[src/rtl/imem_loader_if.sv]
// -----------------------------------------------------------------------------
// imem_loader_if
//   Bundles the control, byte-stream and memory-write signals of the
//   instruction-memory loader.
//
//   Parameters
//     ADDR_W     width of mem_addr (memory depth is 2**ADDR_W)
//
//   Signals
//     start      single-cycle load request
//     num_words  words to load, captured with start (1..2**ADDR_W)
//     rx_data    stream byte
//     rx_valid   rx_data is valid
//     rx_ready   loader accepts a byte this cycle
//     mem_we     instruction memory write strobe
//     mem_addr   write address
//     mem_wdata  write data
//     busy       load in progress
//     done       one-cycle pulse at the end of a load
//     err        checksum mismatch flag
//
//   Modports
//     master     host side: drives start/num_words and the byte stream,
//                observes everything else
//     slave      loader side
// -----------------------------------------------------------------------------
interface imem_loader_if #(
  parameter int ADDR_W = 5
);
  logic              start;
  logic [ADDR_W:0]   num_words;
  logic [7:0]        rx_data;
  logic              rx_valid;
  logic              rx_ready;
  logic              mem_we;
  logic [ADDR_W-1:0] mem_addr;
  logic [31:0]       mem_wdata;
  logic              busy;
  logic              done;
  logic              err;

  modport master (
    output start, num_words, rx_data, rx_valid,
    input  rx_ready, mem_we, mem_addr, mem_wdata, busy, done, err
  );

  modport slave (
    input  start, num_words, rx_data, rx_valid,
    output rx_ready, mem_we, mem_addr, mem_wdata, busy, done, err
  );
endinterface

[src/rtl/imem_loader.sv]
// -----------------------------------------------------------------------------
// imem_loader
//   Fills the instruction memory at run time from a byte stream. Bytes arrive
//   over a valid/ready handshake, are packed four at a time (most significant
//   byte first) into a 32-bit word, and each word is written at sequential
//   addresses starting from 0.
//
//   Ports
//     clk    rising-edge clock
//     rst_n  synchronous active-low reset
//     bus    imem_loader_if.slave (start, num_words, rx_data, rx_valid,
//            rx_ready, mem_we, mem_addr, mem_wdata, busy, done, err)
//
//   Build option
//     IMEM_LOADER_CKSUM_EN  when defined, a trailing byte after the last word
//                           is compared with the XOR of all data bytes and err
//                           reports a mismatch. When undefined, err is tied 0.
//
//   All outputs are registered.
// -----------------------------------------------------------------------------
module imem_loader #(
  parameter int DEPTH  = 32,
  parameter int ADDR_W = 5
) (
  input logic          clk,
  input logic          rst_n,
  imem_loader_if.slave bus
);

  localparam logic [ADDR_W:0] DEPTH_W = (ADDR_W + 1)'(DEPTH);

  typedef enum logic [1:0] {
    S_IDLE,
    S_LOAD,
`ifdef IMEM_LOADER_CKSUM_EN
    S_CKSUM,  // waiting for the trailing checksum byte
`else
    S_FLUSH,  // cycle carrying the final mem_we
`endif
    S_DONE
  } state_t;

  state_t          state;
  logic [1:0]      byte_cnt;
  logic [ADDR_W:0] word_cnt;
  logic [ADDR_W:0] n_words;
  // Only the three earlier bytes need holding; the fourth comes straight
  // from rx_data in the cycle it is accepted.
  logic [23:0]     shreg;

`ifdef IMEM_LOADER_CKSUM_EN
  logic [7:0]      cksum;
  logic            err_q;
  assign bus.err = err_q;
`else
  assign bus.err = 1'b0;
`endif

  logic start_ok;
  logic last_word;

  assign start_ok  = bus.start && (bus.num_words != '0) && (bus.num_words <= DEPTH_W);
  assign last_word = (word_cnt == n_words - 1'b1);

  // NOTE: every register here uses <= so all state updates see the values
  // from before the edge; mixing in = would make results order-dependent.
  always_ff @(posedge clk) begin
    if (!rst_n) begin
      state         <= S_IDLE;
      byte_cnt      <= '0;
      word_cnt      <= '0;
      n_words       <= '0;
      shreg         <= '0;
      bus.rx_ready  <= 1'b0;
      bus.mem_we    <= 1'b0;
      bus.mem_addr  <= '0;
      bus.mem_wdata <= '0;
      bus.busy      <= 1'b0;
      bus.done      <= 1'b0;
`ifdef IMEM_LOADER_CKSUM_EN
      cksum         <= '0;
      err_q         <= 1'b0;
`endif
    end else begin
      // Strobes default low so each is a single-cycle pulse.
      bus.mem_we <= 1'b0;
      bus.done   <= 1'b0;

      unique case (state)
        S_IDLE: begin
          if (start_ok) begin
            n_words      <= bus.num_words;
            byte_cnt     <= '0;
            word_cnt     <= '0;
            bus.rx_ready <= 1'b1;
            bus.busy     <= 1'b1;
`ifdef IMEM_LOADER_CKSUM_EN
            cksum        <= '0;
            err_q        <= 1'b0;
`endif
            state        <= S_LOAD;
          end
        end

        S_LOAD: begin
          if (bus.rx_valid) begin
            shreg    <= {shreg[15:0], bus.rx_data};
            byte_cnt <= byte_cnt + 2'd1;
`ifdef IMEM_LOADER_CKSUM_EN
            cksum    <= cksum ^ bus.rx_data;
`endif
            if (byte_cnt == 2'd3) begin
              bus.mem_we    <= 1'b1;
              bus.mem_addr  <= word_cnt[ADDR_W-1:0];
              bus.mem_wdata <= {shreg, bus.rx_data};
              word_cnt      <= word_cnt + 1'b1;
              if (last_word) begin
`ifdef IMEM_LOADER_CKSUM_EN
                // rx_ready stays high: the checksum byte may follow at once.
                state        <= S_CKSUM;
`else
                bus.rx_ready <= 1'b0;
                state        <= S_FLUSH;
`endif
              end
            end
          end
        end

`ifdef IMEM_LOADER_CKSUM_EN
        S_CKSUM: begin
          if (bus.rx_valid) begin
            err_q        <= (bus.rx_data != cksum);
            bus.rx_ready <= 1'b0;
            bus.busy     <= 1'b0;
            bus.done     <= 1'b1;
            state        <= S_DONE;
          end
        end
`else
        S_FLUSH: begin
          bus.busy <= 1'b0;
          bus.done <= 1'b1;
          state    <= S_DONE;
        end
`endif

        S_DONE: begin
          state <= S_IDLE;
        end

        default: begin
          state <= S_IDLE;
        end
      endcase
    end
  end

endmodule
[src/flat_wrapper.sv]
// flat-port wrapper written by rule: the top's interface ports become plain ports
module imem_loader_flat 
#(
  parameter int DEPTH  = 32,
  parameter int ADDR_W = 5
)
  (clk, rst_n, bus_start, bus_num_words, bus_rx_data, bus_rx_valid, bus_rx_ready, bus_mem_we, bus_mem_addr, bus_mem_wdata, bus_busy, bus_done, bus_err);
  imem_loader_if #(.ADDR_W(ADDR_W)) bus_i ();
  input logic clk;
  input logic rst_n;
  input wire logic [$bits(bus_i.start)-1:0] bus_start;
  input wire logic [$bits(bus_i.num_words)-1:0] bus_num_words;
  input wire logic [$bits(bus_i.rx_data)-1:0] bus_rx_data;
  input wire logic [$bits(bus_i.rx_valid)-1:0] bus_rx_valid;
  output wire logic [$bits(bus_i.rx_ready)-1:0] bus_rx_ready;
  output wire logic [$bits(bus_i.mem_we)-1:0] bus_mem_we;
  output wire logic [$bits(bus_i.mem_addr)-1:0] bus_mem_addr;
  output wire logic [$bits(bus_i.mem_wdata)-1:0] bus_mem_wdata;
  output wire logic [$bits(bus_i.busy)-1:0] bus_busy;
  output wire logic [$bits(bus_i.done)-1:0] bus_done;
  output wire logic [$bits(bus_i.err)-1:0] bus_err;
  assign bus_i.start = bus_start;
  assign bus_i.num_words = bus_num_words;
  assign bus_i.rx_data = bus_rx_data;
  assign bus_i.rx_valid = bus_rx_valid;
  assign bus_rx_ready = bus_i.rx_ready;
  assign bus_mem_we = bus_i.mem_we;
  assign bus_mem_addr = bus_i.mem_addr;
  assign bus_mem_wdata = bus_i.mem_wdata;
  assign bus_busy = bus_i.busy;
  assign bus_done = bus_i.done;
  assign bus_err = bus_i.err;
  imem_loader #(.DEPTH(DEPTH), .ADDR_W(ADDR_W)) u_core (.clk(clk), .rst_n(rst_n), .bus(bus_i));
endmodule
[config.mk]
export PLATFORM = sky130hd
export DESIGN_NAME = imem_loader_flat
export DESIGN_NICKNAME = d
export VERILOG_FILES = /design/src/rtl/imem_loader_if.sv /design/src/rtl/imem_loader.sv /design/src/flat_wrapper.sv
export SDC_FILE = /design/constraint.sdc
export NUM_CORES = 1
export LEC_CHECK = 0
export ABC_AREA = 1
export CAP_MARGIN = 25
export CORE_MARGIN = 3
export CORE_UTILIZATION = 56
export DETAILED_ROUTE_END_ITERATION = 8
export PLACE_DENSITY = 0.92
export SLEW_MARGIN = 20
export SYNTH_ARGS = -nofsm -noshare
export SYNTH_HDL_FRONTEND = slang
export SYNTH_SLANG_ARGS = --single-unit
[constraint.sdc]
create_clock -name clk -period 3.8 [get_ports clk]
set_input_delay 0.57 -clock clk [delete_from_list [all_inputs] [get_ports clk]]
set_output_delay 0.57 -clock clk [all_outputs]
set_load 0.005 [all_outputs]
==> summary.txt <==
Clock tree
  – H-tree depth: 3
  – Num CTS Buffers: 9
  – CTS max path bufs: 2
  – CTS Sinks: 81
  – CTS Hold Bufs: 0
  – CTS Root Buffer Type: clkbuf_8
  – Postcts setup bufs: 0
  – Clk Latency, worst-skew pair: 0.36 ns
  – CTS tree: yes
  – Post-CTS resize count: 0
  – CTS clk-pin slew, worst paths: 0.09 ns

Placed design
  – I/O Buffers: 58
  – Final GP Congestion: 0.852
  – Post-DP HPWL: 4910 µm

Drt
  – DRC violations left: 0
  – WL per Instance: 12.8 µm
  – Drt via density: 5.32
  – DR pass1 iterations: 4
  – Post-route ant nets: 0
  – Via count: 3015
  – Total Wirelength: 7280 µm
  – Iter 0 DRT Violations: 144

Power and ir drop
  – PwrDens: 499 nW/µm²
  – Leak pwr: 1.58 nW
  – Worst vdd ir: 0.000301 V

Worst setup path
  – Worst-path cell chain: inv_1, ha_1, nand2_2, clkinv_1, a21oi_1, a211oi_1
  – Crit path max fanout: 26
  – R2R Path Start: u_core.state[1]
  – Reg2Reg Depth: 6
  – FF-to-FF End: u_core.byte_cnt[0]
  – Reg2Reg Setup Slack: 1.51 ns
  – CP peak stage delay: 0.69 ns
  – Arrival time worst endpoint: 2.52 ns
  – Critical Path RT: 4.03 ns
  – Crit Path Class: flop to flop
  – Crit path launch type: flop
  – Slowest-stage cell, CP: clkinv_1
  – Crit path to: u_core.byte_cnt[0]
  – Setup crit start: u_core.state[1]
  – Worst Setup End Kind: flop

Run
  – Max cap viols: 0

Die
  – Die height: 82.4 µm
  – Initial Util: 0.587
  – Die X: 82.4 µm
  – Die ar.: 6800 µm²
  – Num ports: 60
  – Row cnt: 27
  – Core area: 5570 µm²

Timing
  – Peak Freq: 437 MHz
  – Period minus WS final: 2.29 ns
  – Final setup TNS: 0 ns
  – Pins Over Slew Limit: 0
  – Hold slack: 0.464 ns
  – Clock Skew: 0.00846 ns
  – RSZ-0062 raised after global routing: false
  – Setup-failing EPs final: 0
  – Final period util: 0.602
  – Slew Limit Headroom: 0.541
  – Final hold vios: 0
  – Worst Tran Pin Value: 0.684 ns

Logic synthesis
  – Synth Flop Type: dfxtp_1
  – Number of distinct library cells after synthesis: 29
  – Post-synth top area cell: dfxtp_1
  – Syn Inst Count: 439
  – Mapped Avg Cell Area: 7.45 µm²
  – FF+latch count, synth: 81
  – Mapped Area: 3270 µm²
  – Share of the synthesized area in the top cell type: 0.496
  – Synth Warn #: 0
  – Syn nets: 463
  – Number of synthesized flops with an enable pin: 0
  – Count leader, synth: nand2_1
  – Ys async rst share: 0
  – Seq/Total Area, Yosys: 0.496
  – Synth cell count leaders: nand2_1 (107), dfxtp_1 (81), nor2_1 (70)
  – Top cells by area, synth: dfxtp_1 (50%), nand2_1 (12%), a21oi_1 (8.1%)

Global routing
  – Grt ovf: 0
  – Vias in the first global route: 2790
  – GRT Total Usage: 0.228
  – Initial antenna violation count: 0
  – First-pass GRT wire length: 12000 µm
  – Largest net degree at the start of global routing: 41

Min path
  – Hold Path Class: flop to flop

Cells and area
  – Filler Cells Inserted: 427
  – Area Overhead vs Synth: 24.0%
  – Final nets: 514
  – Antenna fix cells: 0
  – Share of layout cells above drive strength 1: 0.0727

Outcome
  – Status: complete, no violations
-- worst max-delay path: cells and delay by family, from the launching register on --
| family | cells | cell delay [ns] |
|---|---|---|
| AO/OA/AOI/OAI | 2 | 0.39 |
| adder cells (fa/ha/maj) | 1 | 0.27 |
| buffers and inverters | 2 | 0.76 |
| flip-flops | 1 | 0.36 |
| AND/OR/NAND/NOR | 1 | 0.39 |
-- worst min-delay path by stage --
| stage | startpoint | to | slack (ns) | depth (start not counted) |
|---|---|---|---|---|
| floorplan | u_core.n_words[5] | u_core.n_words[5] | 0.44 | 2 |
| global placement | u_core.bus.mem_wdata[3] | u_core.bus.mem_wdata[3] | 0.45 | 2 |
| detailed placement | u_core.bus.rx_ready | u_core.bus.rx_ready | 0.46 | 2 |
| CTS | u_core.bus.rx_ready | u_core.bus.rx_ready | 0.47 | 2 |
| global route | u_core.bus.mem_wdata[7] | u_core.bus.mem_wdata[7] | 0.49 | 2 |
| finish | u_core.bus.rx_ready | u_core.bus.rx_ready | 0.46 | 2 |
-- flip-flops by register name, indices dropped and copies added (netlist names) --
register and cells:
u_core.word_cnt 6, u_core.byte_cnt 2, u_core.state 2, u_core.bus.mem_addr 5, u_core.shreg 24, u_core.n_words 6
u_core.bus.mem_we 1, u_core.bus.mem_wdata 32, u_core.bus.done 1, u_core.bus.busy 1, u_core.bus.rx_ready 1
-- placed cells by master (no fill, tap or decap), drive strengths merged --
cell	count
clkinvlp	2
nor3	1
xnor2	2
nor4	1
clkinv	4
nand3	18
buf	3
conb	1
o21ai	38
inv	25
clkdlybuf4s50	58
nand3b	1
ha	6
o21bai	1
nor2	75
a21oi	54
dfxtp	81
a211oi	1
nor3b	1
xor2	1
nand4	1
nand2	111
clkbuf	9
-- power by group --
part           internal, mW  switching, mW  leakage [nW]  total (mW)
combinational         0.170          0.315         0.840       0.485
sequential            0.909         0.0408         0.655       0.950
clock                 0.250          0.341        0.0899       0.591
-- layout make-up --
cell class                 instances  area [µm²]  area share
timing repair buffer              61         603       0.149
tap                               72        90.1      0.0222
multi-input combinational        313        1470       0.361
clock buffer                       9         124      0.0305
sequential                        81        1620       0.400
clock inverter                     7        63.8      0.0157
inverter                          24        90.1      0.0222
-- layer usage --
layer,vias up,share of wire,track usage
met5,-,0,0
met4,0,0.021,0.120
met3,14,0.053,0.0499
met2,88,0.48,0.366
met1,1399,0.45,0.287
li1,1514,-,-
-- metrics by stage --
stage          instance area [µm²]  setup WS (ns)  utilization  power [mW]  instances
4_1_cts                       4060           1.51        0.728        2.03        567
3_3_place_gp                  3870           1.21        0.694        1.43        551
6_report                      4060           1.51        0.728        2.03        567
3_5_place_dp                  3870           1.16        0.694        1.45        551
5_1_grt                       4060           1.33        0.728        2.13        567
2_1_floorplan                 3270           2.30            -        1.34        439
-- logic make-up (layout without fill, tap and decap cells) --
family          count (synthesis)  after routing  synth area share
buf+inv                        45            101            0.0566
xor+xnor                        3              3           0.00803
fa+ha+maj                       6              6            0.0229
other cells                     1              1           0.00115
flops                          81             81             0.496
compound gates                 94             94             0.148
simple gates                  209            209             0.268
Note: power is estimated with default switching activity, not from simulation.
